<file path="src/rtl/sam_param.sv">
// sam_param: parametrised sequential shift-and-add multiplier.
// Operands are WIDTH bits and Product is 2*WIDTH bits. Signed mode works on
// operand magnitudes and then applies the result sign. Start/Done is a level
// handshake, and Busy is high while the iterations run.
// Optional build macro SAM_EARLY_EXIT_EN: when defined, the operation also
// finalizes on the first WORK edge after which the shifted multiplier is zero.
module sam_param #(
    parameter int WIDTH = 8
) (
    input  logic                 Clock,
    input  logic                 Reset_n,
    input  logic                 Start,
    input  logic                 Signed,
    input  logic [WIDTH-1:0]     Multiplicand,
    input  logic [WIDTH-1:0]     Multiplier,
    output logic [2*WIDTH-1:0]   Product,
    output logic                 Done,
    output logic                 Busy
);

    localparam int PW = 2 * WIDTH;
    localparam int CW = $clog2(WIDTH + 1);

    typedef enum logic [1:0] {
        S_IDLE = 2'd0,
        S_WORK = 2'd1,
        S_DONE = 2'd2
    } state_t;

    state_t          state;
    logic [PW-1:0]   acc_q;
    logic [PW-1:0]   mcand_q;
    logic [WIDTH-1:0] mult_q;
    logic [CW-1:0]   count_q;
    logic            res_neg_q;

    // Operand magnitudes and result sign, used only on the accept edge.
    // In unsigned mode the raw values pass through unchanged.
    logic             a_neg;
    logic             b_neg;
    logic [WIDTH-1:0] a_mag;
    logic [WIDTH-1:0] b_mag;

    assign a_neg = Signed & Multiplicand[WIDTH-1];
    assign b_neg = Signed & Multiplier[WIDTH-1];
    // Negating the most negative value wraps back to 2^(WIDTH-1), which is
    // exactly the magnitude wanted when read as unsigned.
    assign a_mag = a_neg ? (~Multiplicand + WIDTH'(1)) : Multiplicand;
    assign b_mag = b_neg ? (~Multiplier + WIDTH'(1)) : Multiplier;

    // One shift-and-add iteration. The finalized result is derived from the
    // accumulator including this iteration so no extra cycle is needed.
    logic [PW-1:0]    acc_add;
    logic [PW-1:0]    acc_neg;
    logic [WIDTH-1:0] mult_shift;
    logic             count_last;
    logic             finish;

    assign acc_add    = mult_q[0] ? (acc_q + mcand_q) : acc_q;
    assign acc_neg    = ~acc_add + PW'(1);
    assign mult_shift = mult_q >> 1;
    assign count_last = (count_q == CW'(WIDTH - 1));

`ifdef SAM_EARLY_EXIT_EN
    // Once no multiplier bits remain, further iterations cannot change acc.
    assign finish = count_last || (mult_shift == '0);
`else
    assign finish = count_last;
`endif

    // Control FSM and datapath registers; all outputs are registered.
    always_ff @(posedge Clock) begin
        // NOTE: every register here uses non-blocking assignment so all of
        // them update from the same pre-edge values.
        if (!Reset_n) begin
            state     <= S_IDLE;
            acc_q     <= '0;
            mcand_q   <= '0;
            mult_q    <= '0;
            count_q   <= '0;
            res_neg_q <= 1'b0;
            Product   <= '0;
            Done      <= 1'b0;
            Busy      <= 1'b0;
        end else begin
            case (state)
                S_IDLE: begin
                    Done <= 1'b0;
                    if (Start) begin
                        mcand_q   <= {{WIDTH{1'b0}}, a_mag};
                        mult_q    <= b_mag;
                        res_neg_q <= a_neg ^ b_neg;
                        acc_q     <= '0;
                        count_q   <= '0;
                        Busy      <= 1'b1;
                        state     <= S_WORK;
                    end
                end

                S_WORK: begin
                    acc_q   <= acc_add;
                    mcand_q <= mcand_q << 1;
                    mult_q  <= mult_shift;
                    count_q <= count_q + CW'(1);
                    if (finish) begin
                        // A zero accumulator negates to zero, so a negative
                        // sign on a zero product is harmless.
                        Product <= res_neg_q ? acc_neg : acc_add;
                        Done    <= 1'b1;
                        Busy    <= 1'b0;
                        state   <= S_DONE;
                    end
                end

                S_DONE: begin
                    if (!Start) begin
                        Done  <= 1'b0;
                        state <= S_IDLE;
                    end
                end

                default: begin
                    Done  <= 1'b0;
                    Busy  <= 1'b0;
                    state <= S_IDLE;
                end
            endcase
        end
    end

endmodule
</file>
<file path="config.mk">
export PLATFORM = sky130hd
export DESIGN_NAME = sam_param
export DESIGN_NICKNAME = d
export VERILOG_FILES = /design/src/rtl/sam_param.sv
export SDC_FILE = /design/constraint.sdc
export NUM_CORES = 1
export LEC_CHECK = 0
export CAP_MARGIN = 20
export CORE_AREA = 4 4 112 114
export CTS_CLUSTER_SIZE = 20
export DETAILED_ROUTE_END_ITERATION = 10
export DIE_AREA = 0 0 116 118
export PLACE_DENSITY = 0.53
export SKIP_CTS_REPAIR_TIMING = 1
export SYNTH_ARGS = -nofsm -noshare
export SYNTH_HDL_FRONTEND = slang
export SYNTH_SLANG_ARGS = --single-unit
</file>
<file path="constraint.sdc">
create_clock -name Clock -period 2.9 [get_ports Clock]
set_input_delay 0.435 -clock Clock [delete_from_list [all_inputs] [get_ports Clock]]
set_output_delay 0.435 -clock Clock [all_outputs]
set_load 0.01 [all_outputs]
</file>
==> results.py, run 1 <==
metrics = {
    "outcome": {
        "status": "finished, final reports clean",
    },
    "floorplanning": {
        "core_sq_um": 11400,
        "rows": 39,
        "die_h_microns": 118,
        "die-width_microns": 116,
        "fp.dieArea_sq_um": 13700,
        "num_io_pins": 38,
        "initial_core_util": 0.350,
    },
    "cells_and_area": {
        "nets": 587,
        "design_area_sq_um": 5010,
        "syn_to_final_growth_pct": 25.4,
        "fill_cells": 1163,
        "final_cells": 694,
        "fin_util": 0.439,
        "antenna_cells": 0,
        "drive_gt1_frac": 0.136,
    },
    "grt": {
        "grt_pass1_wl_microns": 18000,
        "antenna_found_initial": 0,
        "track_usage": 0.160,
        "gr-total-overflow": 0,
        "grt_max_degree": 40,
        "grt_pass1_vias": 3642,
    },
    "yosys": {
        "synth_top_area_share": 0.325,
        "ys_seq_area_frac": 0.325,
        "syn_inst": 504,
        "async_flop_share": 0,
        "synth_edf_count": 0,
        "synth_ff_type": "dfxtp_1",
        "post-synth-top-area-cell": "dfxtp_1",
        "synth.most_common_cell": "nor2_1",
        "synth.area.top_cells": "dfxtp_1, nor2_1, a21oi_1",
        "synth_common_cells": "nor2_1, dfxtp_1, a21oi_1",
        "syn_area_sq_um": 4000,
        "yosys_warnings": 0,
        "ys_ff_latch": 65,
        "synth_nets": 544,
        "syn_avg_cell_area_sq_um": 7.93,
        "synth.distinct_cells": 63,
    },
    "timing": {
        "final_max_slew_viol_count": 0,
        "hold_viol_final": 0,
        "grt_setup_unrepaired": "yes",
        "fin_tns_setup_ns": 0,
        "fin_skew_ns": 0.00581,
        "tightest_slew_ns": 0.638,
        "relSlewSlack": 0.574,
        "final-setup-viol-count": 0,
        "fin_crit_ns": 2.85,
        "max_freq_mhz": 351,
        "period_share": 0.984,
    },
    "pwr": {
        "peakVddDrop_uv": 259,
        "p_int_mw": 1.64,
        "finalPower_mw": 2.23,
        "sequentialPowerShare": 0.420,
        "power_frac_comb": 0.138,
        "pwr_density_cell_nw_per_um2": 444,
        "clkPwrFrac": 0.441,
        "p_sw_mw": 0.583,
        "leakage_nw": 1.94,
        "switching_share": 0.262,
    },
    "cts": {
        "cts_sinks": 65,
        "root_buffer": "clkbuf_16",
        "cts_tree": "yes",
        "cts_made_buffers": 9,
        "cts_buffer_depth": 2,
        "htree_num_levels": 3,
        "clk_latency_ns": 0.33,
        "path_clk_slew_ns": 0.06,
    },
    "routing": {
        "drt_iter0_markers": 318,
        "vias_per_cell": 5.54,
        "antenna_left": 0,
        "drc_errors": 0,
        "wl_per_cell_microns": 15.6,
        "vias": 3843,
        "wirelength_microns": 10800,
        "dr.pass1.iters": 8,
    },
    "setup_path": {
        "path_max_fanout": 4,
        "critPathRequiredTime_ns": 3.15,
        "cp-end-kind": "flop",
        "startpoint_type": "flop",
        "critPathArrivalTime_ns": 3.10,
        "worstSetupPathType": "flop to flop",
    },
    "place": {
        "postPlaceCellArea_sq_um": 4610,
        "dp_hpwl_microns": 7730,
        "io_buffer_count": 37,
        "gp_congestion": 0.861,
        "dp.cells": 673,
    },
    "worst_hold_path": {
        "hold_path_class": "flop to flop",
    },
    "job": {
        "drv_cap": 0,
    },
}
## sequential cells by signal, indices dropped and copies added (netlist names)
name,cells
res_neg_q,1
acc_q,16
state,2
Busy,1
count_q,4
Done,1
mcand_q,16
Product,16
mult_q,8
## path summary, 6_finish.rpt
path                      end  cells past startpoint  slack (ns)       start
hold reg to reg    Product[3]                      2        0.45  Product[3]
hold / removal     Product[3]                      2        0.45  Product[3]
setup / recovery  Product[11]                     11        0.05  mcand_q[0]
setup reg to reg  Product[11]                     11        0.05  mcand_q[0]
## routing by layer
layer	part of all wire	global-route usage	routed length [microns]	vias up
li1	-	-	-	1927
met1	0.48	0.228	5180	1818
met2	0.46	0.246	4960	86
met3	0.048	0.0216	516	12
met4	0.017	0.0573	179	0
met5	0	0	0	-
## placed cells by master, fill, tap and decap left out, drive strengths merged, types with 2 or more instances in the layout
| master | instances |
|---|---|
| nor2 | 73 |
| dfxtp | 65 |
| a21oi | 49 |
| nand2 | 39 |
| clkdlybuf4s50 | 37 |
| o21ai | 28 |
| buf | 27 |
| ha | 19 |
| a22oi | 18 |
| inv | 18 |
| xnor2 | 15 |
| nand3 | 13 |
| xor2 | 13 |
| a222oi | 12 |
| clkbuf | 12 |
| nor3 | 10 |
| a31oi | 9 |
| nand4 | 8 |
| nand3b | 7 |
| a211oi | 7 |
| a21o | 6 |
| mux2i | 5 |
| o211ai | 5 |
| and3 | 4 |
| and2 | 4 |
| mux2 | 4 |
| nor2b | 4 |
| o31ai | 4 |
| nand2b | 3 |
| nand4b | 2 |
| o21bai | 2 |
| clkinv | 2 |
| o221ai | 2 |
| nor3b | 2 |
## power by group through the flow
stage / clock, mW / sequential (mW) / combinational (mW)
final: 0.983 / 0.936 / 0.308
after global routing: 1.05 / 0.938 / 0.340
after CTS: 1.01 / 0.935 / 0.283
after detailed placement: 0 / 0.954 / 0.281
after global placement: 0 / 0.953 / 0.276
after floorplan: 0 / 0.944 / 0.187
## critical path, stage by stage, from the launching register on
cell	delay, ns
dfxtp_2	0.34
ha_4	0.16
fa_2	0.40
a211oi_4	0.30
o21a_2	0.19
mux2i_1	0.08
a221o_1	0.28
a31o_1	0.20
nor3b_4	0.16
buf_4	0.14
or4_4	0.40
a31oi_1	0.13
## cells by family after synthesis
| kind of cell | count (synthesis) | synth area share |
|---|---|---|
| AOI/OAI and AO/OA | 160 | 0.278 |
| xor gates and xnor gates | 28 | 0.0613 |
| adders and majority gates | 20 | 0.0645 |
| buffers and inverters | 50 | 0.0479 |
| DFF | 65 | 0.325 |
| muxes | 9 | 0.0238 |
| and+or+nand+nor | 172 | 0.199 |
## layout make-up
class	instances	area, sq um	area share
tap	143	179	0.0357
sequential	65	1310	0.260
clock buffer	12	246	0.0492
timing repair buffer	64	589	0.118
multi-input combinational	389	2610	0.520
inverter	18	67.6	0.0135
clock inverter	3	17.5	0.00349
## metrics by stage
step | hold WS, ns | setup WS, ns
after floorplan | 0.453 | 0.0605
after global placement | 0.440 | -0.0266
after detailed placement | 0.448 | -0.0837
after CTS | 0.454 | -0.0946
after global routing | 0.484 | -0.0748
final | 0.451 | 0.0474
Power figures use the tool's default switching activity.
==> run 2, diff against run 1 <==
--- a/config.mk
+++ b/config.mk
@@ -10,7 +10,9 @@
 export CTS_CLUSTER_SIZE = 20
 export DETAILED_ROUTE_END_ITERATION = 10
 export DIE_AREA = 0 0 116 118
-export PLACE_DENSITY = 0.53
+export DONT_BUFFER_PORTS = 1
+export GPL_TIMING_DRIVEN = 0
+export PLACE_DENSITY = 0.48
 export SKIP_CTS_REPAIR_TIMING = 1
 export SYNTH_ARGS = -nofsm -noshare
 export SYNTH_HDL_FRONTEND = slang
==> run 2 against run 1 <==
Effect of this change: critical path depth shrank 1; clock-buffer cell count fell by 3; fmax down 1.4%; via count fell by 2.4%; cell count shrank 4.0%; utilization is 3.5 points lower; clock power increased by 22%; clock skew rose by 0.0022 ns; sequential power fell by 0.7%; critical endpoint unchanged.
==> results.py, run 2 (synthesized netlist as in run 1, its figures left out) <==
metrics = {
    "cells_and_area": {
        "final_common_cell": "nor2_1",
        "final_cell_mix": "nor2_1, dfxtp_1, a21oi_1",
        "antenna_cells": 0,
        "multi_input_area_sq_um": 2590,
        "drive_gt1_frac": 0.103,
        "nets": 558,
        "syn_to_final_growth_pct": 15.6,
        "regArea_sq_um": 1310,
        "reg_top3": "Product (16), acc_q (16), mcand_q (16)",
        "fill_cells": 1182,
        "final_cells": 666,
    },
    "cts": {
        "path_clk_slew_ns": 0.06,
        "root_buffer": "clkbuf_16",
        "clk_latency_ns": 0.34,
        "htree_num_levels": 3,
        "cts_buffer_depth": 2,
        "cts_made_buffers": 9,
        "cts_tree": "yes",
        "cts_sinks": 65,
    },
    "setup_path": {
        "rr_worst_depth": 10,
        "worst_path_largest_cell_delay_ns": 0.48,
        "startpoint_type": "flop",
        "crit_family": "compound AO/OA/AOI/OAI gates",
        "cp_slowest_cell": "or4_1",
        "cp-end-kind": "flop",
        "worst-path-buf-inv": 0,
        "critPathRequiredTime_ns": 3.17,
        "r2r-start": "mcand_q[0]",
        "crit_chain": "ha_4, fa_2, a211oi_4, o21a_2, mux2i_1, a221o_1, a31o_1, nor3b_4, or4_1, a31oi_1",
        "worstSetupPathType": "flop to flop",
        "critPathArrivalTime_ns": 3.16,
        "path_depth": 10,
        "path_max_fanout": 4,
        "startpoint": "mcand_q[0]",
    },
    "floorplanning": {
        "fp.dieArea_sq_um": 13700,
        "core_sq_um": 11400,
        "rows": 39,
        "die_h_microns": 118,
        "die-width_microns": 116,
        "initial_core_util": 0.350,
        "num_io_pins": 38,
    },
    "timing": {
        "final_max_slew_viol_count": 0,
        "relSlewSlack": 0.502,
        "fin_skew_ns": 0.00798,
        "period_share": 0.998,
        "fin_crit_ns": 2.89,
        "layout_setup_ws_ns": 0.00654,
        "tightest_slew_ns": 0.742,
        "final-setup-viol-count": 0,
        "grt_setup_unrepaired": "yes",
        "hold_viol_final": 0,
        "max_freq_mhz": 346,
    },
    "worst_hold_path": {
        "min-delay-start": "Reset_n",
        "hold_depth": 1,
        "hold_path_class": "input port to flop",
    },
    "routing": {
        "drc_errors": 0,
        "drt_iter0_markers": 342,
        "wirelength_microns": 11600,
        "vias_per_cell": 5.63,
        "vias": 3749,
        "wl_per_cell_microns": 17.4,
        "dr.pass1.iters": 5,
        "antenna_left": 0,
    },
    "place": {
        "dp.cells": 647,
        "gp_congestion": 0.864,
        "dp_hpwl_microns": 8710,
        "preCtsSetupSlack_ns": -0.226,
        "io_buffer_count": 0,
    },
    "pwr": {
        "peakVddDrop_uv": 255,
        "leakage_nw": 1.76,
        "pwr_density_cell_nw_per_um2": 520,
    },
    "grt": {
        "grt_pass1_wl_microns": 18500,
        "antenna_found_initial": 0,
        "grt_max_degree": 14,
        "grt_pass1_vias": 3502,
        "gr-total-overflow": 0,
        "track_usage": 0.172,
    },
    "job": {
        "drv_cap": 0,
    },
    "outcome": {
        "status": "finished, final reports clean",
    },
}
[run 2: cell count changes in the layout (fill, tap and decap cells not counted), moves of 3 or more]
| cell | change |
|---|---|
| clkdlybuf4s50_1 | -37 |
| buf_4 | -22 |
| clkbuf_1 | +25 |
| buf_2 | +3 |
[run 2: report_power, final]
group	switching [mW]	total, mW	internal [mW]
Combinational	0.173	0.270	0.0965
Sequential	0.0158	0.929	0.913
Clock	0.444	1.20	0.760
Total	0.634	2.40	1.77
[run 2: per-stage QoR]
step                      cell area (sq um)  total power, mW  setup TNS (ns)   util  hold WS, ns
after global placement                 4180             1.20          -0.844  0.366        0.480
after CTS                              4500             2.41          -0.989  0.394        0.202
after detailed placement               4180             1.20          -0.965  0.366        0.492
after global routing                   4620             2.50          -0.415  0.405        0.210
final                                  4620             2.40               0  0.405        0.213
after floorplan                        4000             1.13               0      -        0.453
[run 2: worst register-to-register path, cell delays in order (launching register included)]
cell and delay, ns:
dfxtp_4 0.35, ha_4 0.16, fa_2 0.40, a211oi_4 0.31, o21a_2 0.23, mux2i_1 0.08, a221o_1 0.30, a31o_1 0.21
nor3b_4 0.16, or4_1 0.48, a31oi_1 0.14
[run 2: final timing paths]
path	to	slack, ns
min reg2reg	mult_q[7]	0.50
max reg2reg	Product[11]	0.007
max	Product[11]	0.007
min	Product[6]	0.21
[run 2: final cells by class]
cell class                 count  share of cell area
timing repair buffer           4             0.00650
tap                          143              0.0387
clock buffer                   9              0.0487
sequential                    65               0.283
buffer                        31              0.0263
inverter                      18              0.0146
clock inverter                 7              0.0219
multi-input combinational    389               0.561
[run 2: metal layers]
| layer | global-route usage | vias to the layer above | routed length (microns) |
|---|---|---|---|
| met5 | 0 | - | 0 |
| met4 | 0.0566 | 0 | 149 |
| li1 | - | 1882 | - |
| met1 | 0.250 | 1769 | 5800 |
| met3 | 0.0375 | 10 | 596 |
| met2 | 0.251 | 88 | 5030 |
